--- src/rtl/hub_xfer.sv ---
// hub_xfer: cog-side hub bus transfer engine.
// Takes a byte/word/long burst command, requests the shared hub bus in this
// port's slot, advances the address per beat, and returns read data through
// a one-deep valid/ready response register. A per-beat watchdog abandons a
// burst whose acknowledge never arrives.
module hub_xfer #(
    parameter int TIMEOUT = 255
) (
    input  logic        clk_cog,
    input  logic        nres,
    input  logic        ena_bus,
    input  logic        bus_sel,
    output logic        bus_r,
    output logic        bus_e,
    output logic        bus_w,
    output logic [1:0]  bus_s,
    output logic [15:0] bus_a,
    output logic [31:0] bus_d,
    input  logic [31:0] bus_q,
    input  logic        bus_ack,
    input  logic        cmd_valid,
    output logic        cmd_ready,
    input  logic        cmd_wr,
    input  logic [1:0]  cmd_size,
    input  logic [15:0] cmd_addr,
    input  logic [31:0] cmd_data,
    input  logic [7:0]  cmd_len,
    output logic        rsp_valid,
    input  logic        rsp_ready,
    output logic [31:0] rsp_data,
    output logic        busy,
    output logic        done,
    output logic        err
);

    typedef enum logic [1:0] {
        ST_IDLE = 2'd0,
        ST_REQ  = 2'd1,
        ST_HOLD = 2'd2
    } state_e;

    localparam logic [1:0] SIZE_BAD  = 2'b11;
    // Last watchdog count before the beat is declared lost.
    localparam logic [7:0] WDOG_LAST = 8'(TIMEOUT - 1);

    // Address increment for one beat of the given transfer size.
    function automatic logic [15:0] addr_step(input logic [1:0] size);
        logic [15:0] step;
        case (size)
            2'b00:   step = 16'd1;
            2'b01:   step = 16'd2;
            2'b10:   step = 16'd4;
            default: step = 16'd0;
        endcase
        return step;
    endfunction

    state_e      state_q, state_d;
    logic        wr_q, wr_d;
    logic [1:0]  size_q, size_d;
    logic [15:0] addr_q, addr_d;
    logic [31:0] data_q, data_d;
    logic [7:0]  cnt_q, cnt_d;
    logic [7:0]  wdog_q, wdog_d;
    logic        rsp_valid_q, rsp_valid_d;
    logic [31:0] rsp_data_q, rsp_data_d;
    logic        done_q, done_d;
    logic        err_q, err_d;
    logic        busy_q, busy_d;
    logic        cmd_ready_q, cmd_ready_d;
    logic        slot_s;

    // The phase strobe carries no information this port needs: slot
    // ownership is fully described by bus_sel.
    logic unused_ena_s;
    assign unused_ena_s = ena_bus;

    assign slot_s = (state_q == ST_REQ) && bus_sel;

    // Drive the OR-combined hub bus only while requesting in our own slot.
    always_comb begin
        if (slot_s) begin
            bus_r = 1'b1;
            bus_e = 1'b1;
            bus_w = wr_q;
            bus_s = size_q;
            bus_a = addr_q;
            bus_d = wr_q ? data_q : 32'd0;
        end else begin
            bus_r = 1'b0;
            bus_e = 1'b0;
            bus_w = 1'b0;
            bus_s = 2'b00;
            bus_a = 16'd0;
            bus_d = 32'd0;
        end
    end

    // Next-state logic: command intake, beat completion, hold and watchdog.
    always_comb begin
        state_d    = state_q;
        wr_d       = wr_q;
        size_d     = size_q;
        addr_d     = addr_q;
        data_d     = data_q;
        cnt_d      = cnt_q;
        wdog_d     = wdog_q;
        rsp_data_d = rsp_data_q;
        done_d     = 1'b0;
        err_d      = 1'b0;

        // A consumer handshake frees the response register; a read beat
        // loading below overrides this in the same cycle.
        if (rsp_valid_q && rsp_ready) begin
            rsp_valid_d = 1'b0;
        end else begin
            rsp_valid_d = rsp_valid_q;
        end

        case (state_q)
            ST_IDLE: begin
                if (cmd_valid && cmd_ready_q) begin
                    if (cmd_size == SIZE_BAD) begin
                        err_d = 1'b1;
                    end else begin
                        wr_d    = cmd_wr;
                        size_d  = cmd_size;
                        addr_d  = cmd_addr;
                        data_d  = cmd_data;
                        cnt_d   = cmd_len;
                        wdog_d  = 8'd0;
                        state_d = ST_REQ;
                    end
                end else begin
                    state_d = ST_IDLE;
                end
            end
            ST_REQ: begin
                if (bus_ack) begin
                    wdog_d = 8'd0;
                    if (!wr_q) begin
                        rsp_data_d  = bus_q;
                        rsp_valid_d = 1'b1;
                    end else begin
                        rsp_data_d = rsp_data_q;
                    end
                    if (cnt_q == 8'd0) begin
                        state_d = ST_IDLE;
                        done_d  = 1'b1;
                    end else begin
                        cnt_d  = cnt_q - 8'd1;
                        addr_d = addr_q + addr_step(size_q);
                        // Do not start another read while the fresh data
                        // has nowhere to go.
                        if (!wr_q && !rsp_ready) begin
                            state_d = ST_HOLD;
                        end else begin
                            state_d = ST_REQ;
                        end
                    end
                end else if (wdog_q == WDOG_LAST) begin
                    state_d = ST_IDLE;
                    err_d   = 1'b1;
                    cnt_d   = 8'd0;
                    wdog_d  = 8'd0;
                end else begin
                    wdog_d = wdog_q + 8'd1;
                end
            end
            ST_HOLD: begin
                if (rsp_ready) begin
                    state_d = ST_REQ;
                    wdog_d  = 8'd0;
                end else begin
                    state_d = ST_HOLD;
                end
            end
            default: begin
                state_d = ST_IDLE;
            end
        endcase

        cmd_ready_d = (state_d == ST_IDLE);
        busy_d      = (state_d != ST_IDLE) || rsp_valid_d;
    end

    // State and output registers; reset abandons any transfer in flight.
    always_ff @(posedge clk_cog or negedge nres) begin
        if (!nres) begin
            state_q     <= ST_IDLE;
            wr_q        <= 1'b0;
            size_q      <= 2'b00;
            addr_q      <= 16'd0;
            data_q      <= 32'd0;
            cnt_q       <= 8'd0;
            wdog_q      <= 8'd0;
            rsp_valid_q <= 1'b0;
            rsp_data_q  <= 32'd0;
            done_q      <= 1'b0;
            err_q       <= 1'b0;
            busy_q      <= 1'b0;
            cmd_ready_q <= 1'b0;
        end else begin
            state_q     <= state_d;
            wr_q        <= wr_d;
            size_q      <= size_d;
            addr_q      <= addr_d;
            data_q      <= data_d;
            cnt_q       <= cnt_d;
            wdog_q      <= wdog_d;
            rsp_valid_q <= rsp_valid_d;
            rsp_data_q  <= rsp_data_d;
            done_q      <= done_d;
            err_q       <= err_d;
            busy_q      <= busy_d;
            cmd_ready_q <= cmd_ready_d;
        end
    end

    assign cmd_ready = cmd_ready_q;
    assign rsp_valid = rsp_valid_q;
    assign rsp_data  = rsp_data_q;
    assign busy      = busy_q;
    assign done      = done_q;
    assign err       = err_q;

endmodule

--- config.mk ---
export PLATFORM = sky130hd
export DESIGN_NAME = hub_xfer
export DESIGN_NICKNAME = d
export VERILOG_FILES = /design/src/rtl/hub_xfer.sv
export SDC_FILE = /design/constraint.sdc
export NUM_CORES = 1
export LEC_CHECK = 0
export ABC_CLOCK_PERIOD_IN_PS = 2250
export CORE_AREA = 2 2 93 140
export DETAILED_ROUTE_END_ITERATION = 16
export DIE_AREA = 0 0 95 142
export GPL_TIMING_DRIVEN = 1
export PLACE_DENSITY = 0.77
export SETUP_SLACK_MARGIN = 0.1
export SLEW_MARGIN = 5
export SYNTH_ARGS = -nofsm -noshare
export SYNTH_HDL_FRONTEND = slang
export SYNTH_SLANG_ARGS = --single-unit
--- constraint.sdc ---
create_clock -name clk_cog -period 2.25 [get_ports clk_cog]
set_input_delay 0.3375 -clock clk_cog [delete_from_list [all_inputs] [get_ports clk_cog]]
set_output_delay 0.3375 -clock clk_cog [all_outputs]
set_load 0.1 [all_outputs]
# Word-level counts from Yosys, hierarchy flattened
# Index checks and enable logic that the tools add are counted.
[word_totals]
regBits = 106
in_bits = 98
[op_classes]
add_sub_neg = 3
eq_ne = 13
muxes = 47
bitwise = 2
reduce_logical = 19
[op_table]
columns = ["operator", "count"]
rows = [
  ["16-bit two-way mux", 8],
  ["8-bit two-way mux", 10],
  ["32-bit two-way mux", 2],
  ["16-bit case mux with 2 select lines", 1],
  ["8-bit case mux with 3 select lines", 1],
  ["16-bit adder", 1],
  ["2-bit two-way mux", 8],
  ["8-bit case mux with 2 select lines", 1],
  ["1-bit two-way mux", 13],
  ["2-bit != test (second input constant)", 5],
  ["5-bit AND reduction", 2],
  ["3-bit case mux with 3 select lines", 1],
  ["8-bit by 1-bit adder with 8-bit output (second input constant)", 1],
  ["8-bit equality test (second input constant)", 1],
  ["8-bit zero test", 1],
  ["8-bit by 1-bit subtractor with 8-bit output (second input constant)", 1],
  ["2-bit equality test (second input constant)", 3],
  ["2-bit zero test", 3],
  ["2-bit case mux with 3 select lines", 1],
  ["3-bit AND reduction", 2],
  ["2-bit by 1-bit equality test with 1-bit output (second input constant)", 2],
  ["1-bit logical AND", 4],
  ["4-bit AND reduction", 1],
  ["2-bit nonzero test", 2],
  ["other kinds (7)", 9],
]

# Logic depth before layout (Yosys ltp)
[depth]
word_depth = 9
depth_mapped = 8
mapped_depth_nobuf = 8

# Worst setup path before layout
# Ideal clock, no wire load.
[synth_path]
kind = "reg2out"
from = "register state_q[0]"
to = "output bus_d[22]"
t_arrival_ns = 2.874
setup_slack_ns = -0.961
path_stages_with_launch = 7
path_buffers = 3
cell_sequence = "dfrtp_1 -> buf_2 -> nor2b_1 -> buf_2 -> and3_1 -> clkbuf_1 -> and2_1"
[synth_between]
elab_chain_len = 3
[synth_rtl]
columns = ["item", "line", "source"]
rows = [
  ["start, declared", "58", "state_e state_q, state_d;"],
  ["start signal, assigned", "204", "state_q <= state_d;"],
  ["2-bit by 1-bit equality test with 1-bit output", "78", "assign slot_s = (state_q == ST_REQ) && bus_sel;"],
  ["1-bit logical AND", "78", ""],
  ["32-bit two-way mux", "82", "if (slot_s) begin"],
  ["end, declared", "18", "output logic [31:0] bus_d,"],
]
# No other way between the ends.

# Worst setup path after layout
[layout_path]
from = "register state_q[1]"
to = "output bus_d[0]"
# Same word-level chain as after synthesis.

==> PnR_summary.wiki <==
{| class="wikitable"
! Metric !! Value
|-
| Reg2reg end || addr_q[14]$_DFFE_PN0P_
|-
| Worst-path cell chain || nor2b_4 > and3_1 > buf_12 > and2_1 > buf_12
|-
| Post-synth ARST share || 100%
|-
| Sequential fraction of the synthesis area || 50.8%
|-
| CP peak stage delay || 0.45 ns
|-
| Number of warnings reported in the yosys synthesis log || 0
|-
| Kind of start point of the critical path || flip-flop
|-
| CTS H-Tree Depth || 3
|-
| Biggest area consumer among synthesized cells || sky130_fd_sc_hd__dfrtp_1
|-
| Number of buffers and inverters on the critical path || 2
|-
| Final layout net count || 837
|-
| Avg Cell Area, Syn || 9.58 µm²
|-
| Total power || 12.7 mW
|-
| Total clock buffers created by CTS || 9
|-
| Antenna violations before repair || 0
|-
| Clock net sink count || 106
|-
| Number of global-route vias before repair || 4749
|-
| Die Span Y || 142 µm
|-
| F_max || 478 MHz
|-
| Post-Synthesis Net Count || 651
|-
| First-pass GRT wire length || 23.0 mm
|-
| Critical path's slowest cell || sky130_fd_sc_hd__dfrtp_2
|-
| Top cell by count, worst path || sky130_fd_sc_hd__buf_12
|-
| Floorplan die width || 95 µm
|-
| Relative slew slack || 60.0%
|-
| Path class of the lowest-slack min-delay path || in -> async
|-
| Clk_skew || 0.0108 ns
|-
| Period Utilization, post-route || 93.0%
|-
| Adder and majority gate portion of the synthesized area || 2.06%
|-
| Largest voltage drop on the vdd net || 0.00149 V
|-
| Result of the run || finished, final reports clean
|-
| Non-Filler Cell Area, Final || 0.00817 mm²
|-
| Top Ports || 188
|-
| Number of storage elements in the synthesis netlist || 106
|-
| Distinct cell type count of the synthesized netlist || 51
|-
| Share of the synthesized area in compound gates (AO/OA/AOI/OAI) || 12.5%
|-
| Number of port buffers || 186
|-
| Clk slew on worst S/H paths || 0.08 ns
|-
| Die ar. || 0.0135 mm²
|-
| Post-synthesis mux area share || 6.90%
|-
| Reg2reg path depth || 9
|-
| Post-synth top flop || sky130_fd_sc_hd__dfrtp_1
|-
| Initial Util || 42.3%
|-
| Clock tree from TritonCTS || built
|-
| Synth top area share || 50.8%
|-
| Post-Synthesis Cell Area || 0.00522 mm²
|-
| Final critical path time including I/O delays and setup || 2.09 ns
|-
| Cell total after placement || 871
|-
| Ratio of cells with drive above 1 in the final layout || 30.8%
|-
| Cell chosen for the clock root || sky130_fd_sc_hd__clkbuf_16
|-
| Maximum root-to-sink buffer count || 2
|-
| Critical path's top delay family || simple AND/OR/NAND/NOR gates
|-
| Data required time at the worst endpoint || 1.91 ns
|-
| WHS || 0.468 ns
|-
| Start of the worst register-to-register path || size_q[0]$_DFFE_PN0P_
|-
| Xor and xnor area share after synthesis || 0.168%
|-
| Number of maximum-capacitance constraint violations || 0
|-
| Simple-Gate Fraction of Synth Area || 24.1%
|-
| Final Hold Fails || 0
|-
| Worst-path maximum fanout || 33
|-
| Total Wirelength || 14.5 mm
|-
| Standard cell area after detailed placement || 0.00781 mm²
|-
| Post-route DRC || 0
|-
| Reg2reg setup slack || 0.19 ns
|-
| Weighted congestion reported at the end of routability-driven placement || 0.842
|-
| Average wire per cell in the routed design || 16.3 µm
|-
| P per Cell Area || 1560 mW/mm²
|-
| Largest family of logic cells by synthesized area || simple AND/OR/NAND/NOR gates
|-
| Area of the placeable core || 0.0123 mm²
|-
| Crit path kind || reg -> out
|-
| Setup TNS || 0 ns
|-
| CP Capture Type || primary output
|-
| Unrepaired setup endpoints after global routing || yes
|-
| Pin count of the biggest net entering global routing || 47
|-
| Final instance count without filler cells || 892
|-
| Worst path arrival time || 1.75 ns
|-
| Half-perimeter wire length of the detailed placement result || 10.8 mm
|-
| Most common cell in the synthesized netlist || sky130_fd_sc_hd__nand2_1
|-
| Critical Path Start || state_q[1]$_DFF_PN0_
|-
| Worst-margin pin slew || 0.599 ns
|-
| Post-DR vias/cell || 5.27
|-
| Std cell rows || 50
|-
| Biggest area contributors in the synthesized netlist || sky130_fd_sc_hd__dfrtp_1 (51%), sky130_fd_sc_hd__nand2_1 (9.4%), sky130_fd_sc_hd__mux2_2 (6.9%)
|-
| Worst-case setup slack after placement || 0.130 ns
|-
| Vias || 4699
|-
| Clk Latency, worst-skew pair || 0.36 ns
|-
| Most frequent cells after synthesis || sky130_fd_sc_hd__nand2_1 (131), sky130_fd_sc_hd__dfrtp_1 (106), sky130_fd_sc_hd__and2_1 (34)
|-
| Post-synthesis cell count || 545
|-
| Number of routed nets with antenna violations || 0
|-
| Leakage power || 3.68 nW
|-
| Final antenna diode count || 0
|-
| Endpoints failing setup || 0
|-
| Fin. max-slew vios || 0
|-
| Length of the first detailed-routing pass in iterations || 4
|-
| Area delta synth->final || 56.5%
|-
| Worst Setup Slack, final || 0.159 ns
|-
| Final Core Density || 66.3%
|-
| Starting DRC count in detailed routing || 308
|-
| Total grt overflow || 0
|-
| Post-synth EDFFs || 0
|-
| Gr usage total || 21.9%
|}
## logic make-up (layout without fill, tap and decap cells)
logic type	after synthesis	in the layout
fa+ha+maj	8	8
simple gates	260	260
xor+xnor	1	1
flops	106	106
buf+inv	39	230
mux	32	32
compound gates	99	99
## layout by cell type (no fill, tap or decap), types with 9 or more instances in the layout
cell / n
sky130_fd_sc_hd__nand2_1: 131
sky130_fd_sc_hd__dfrtp_1: 104
sky130_fd_sc_hd__clkdlybuf4s50_1: 95
sky130_fd_sc_hd__buf_12: 57
sky130_fd_sc_hd__buf_4: 53
sky130_fd_sc_hd__mux2_2: 32
sky130_fd_sc_hd__nor2_1: 31
sky130_fd_sc_hd__a21oi_1: 27
sky130_fd_sc_hd__o21ai_0: 26
sky130_fd_sc_hd__and2_2: 20
sky130_fd_sc_hd__and3_2: 18
sky130_fd_sc_hd__and2_4: 10
sky130_fd_sc_hd__nand3_1: 9
sky130_fd_sc_hd__clkbuf_16: 9
## how the worst max path moves through the flow
stage | end | slack [ns] | cells past startpoint
2_1_floorplan | bus_d[22] | 0.11 | 6
3_3_place_gp | addr_q[9]$_DFFE_PN0P_ | 0.18 | 6
3_5_place_dp | addr_q[9]$_DFFE_PN0P_ | 0.13 | 6
4_1_cts | bus_d[0] | 0.10 | 5
5_1_grt | addr_q[12]$_DFFE_PN0P_ | 0.07 | 9
6_report | bus_d[0] | 0.16 | 5
## layer usage
metal	wire length [µm]	up-vias	track usage (%)	share of wire [%]
li1	-	2246	-	-
met1	5470	2254	25.6	38
met2	7860	164	38.6	54
met3	728	35	4.71	5.0
met4	483	0	8.47	3.3
met5	0	-	0	0
## where the power goes
group          switching [mW]  internal (mW)  total (mW)
clock                   0.784          0.816        1.60
combinational            5.30           2.42        7.72
sequential              0.622           2.76        3.38
total                    6.70           6.00        12.7
## area by class of cell
type,count,area (µm²)
clock buffers,10,239
clock inverters,6,63.8
fillers,926,4160
inverters,7,26.3
multi-input cells,400,2480
flip-flops and latches,106,2660
well taps,156,195
repair buffers,207,2510
## state kept, by name, indices dropped and copies added, names as in the netlist
name       flops
addr_q        16
busy           1
cmd_ready      1
cnt_q          8
data_q        32
done           1
err            1
rsp_data      32
rsp_valid      1
size_q         2
state_q        2
wdog_q         8
wr_q           1
## what timing repair did
action	CTS	global route
pin swaps	0	2
hold buffers	1	0
setup buffers	0	4
gates resized for setup	2	4
setup endpoints to repair	48	27
hold endpoints to repair	31	0
(Power assumes the default switching activity.)
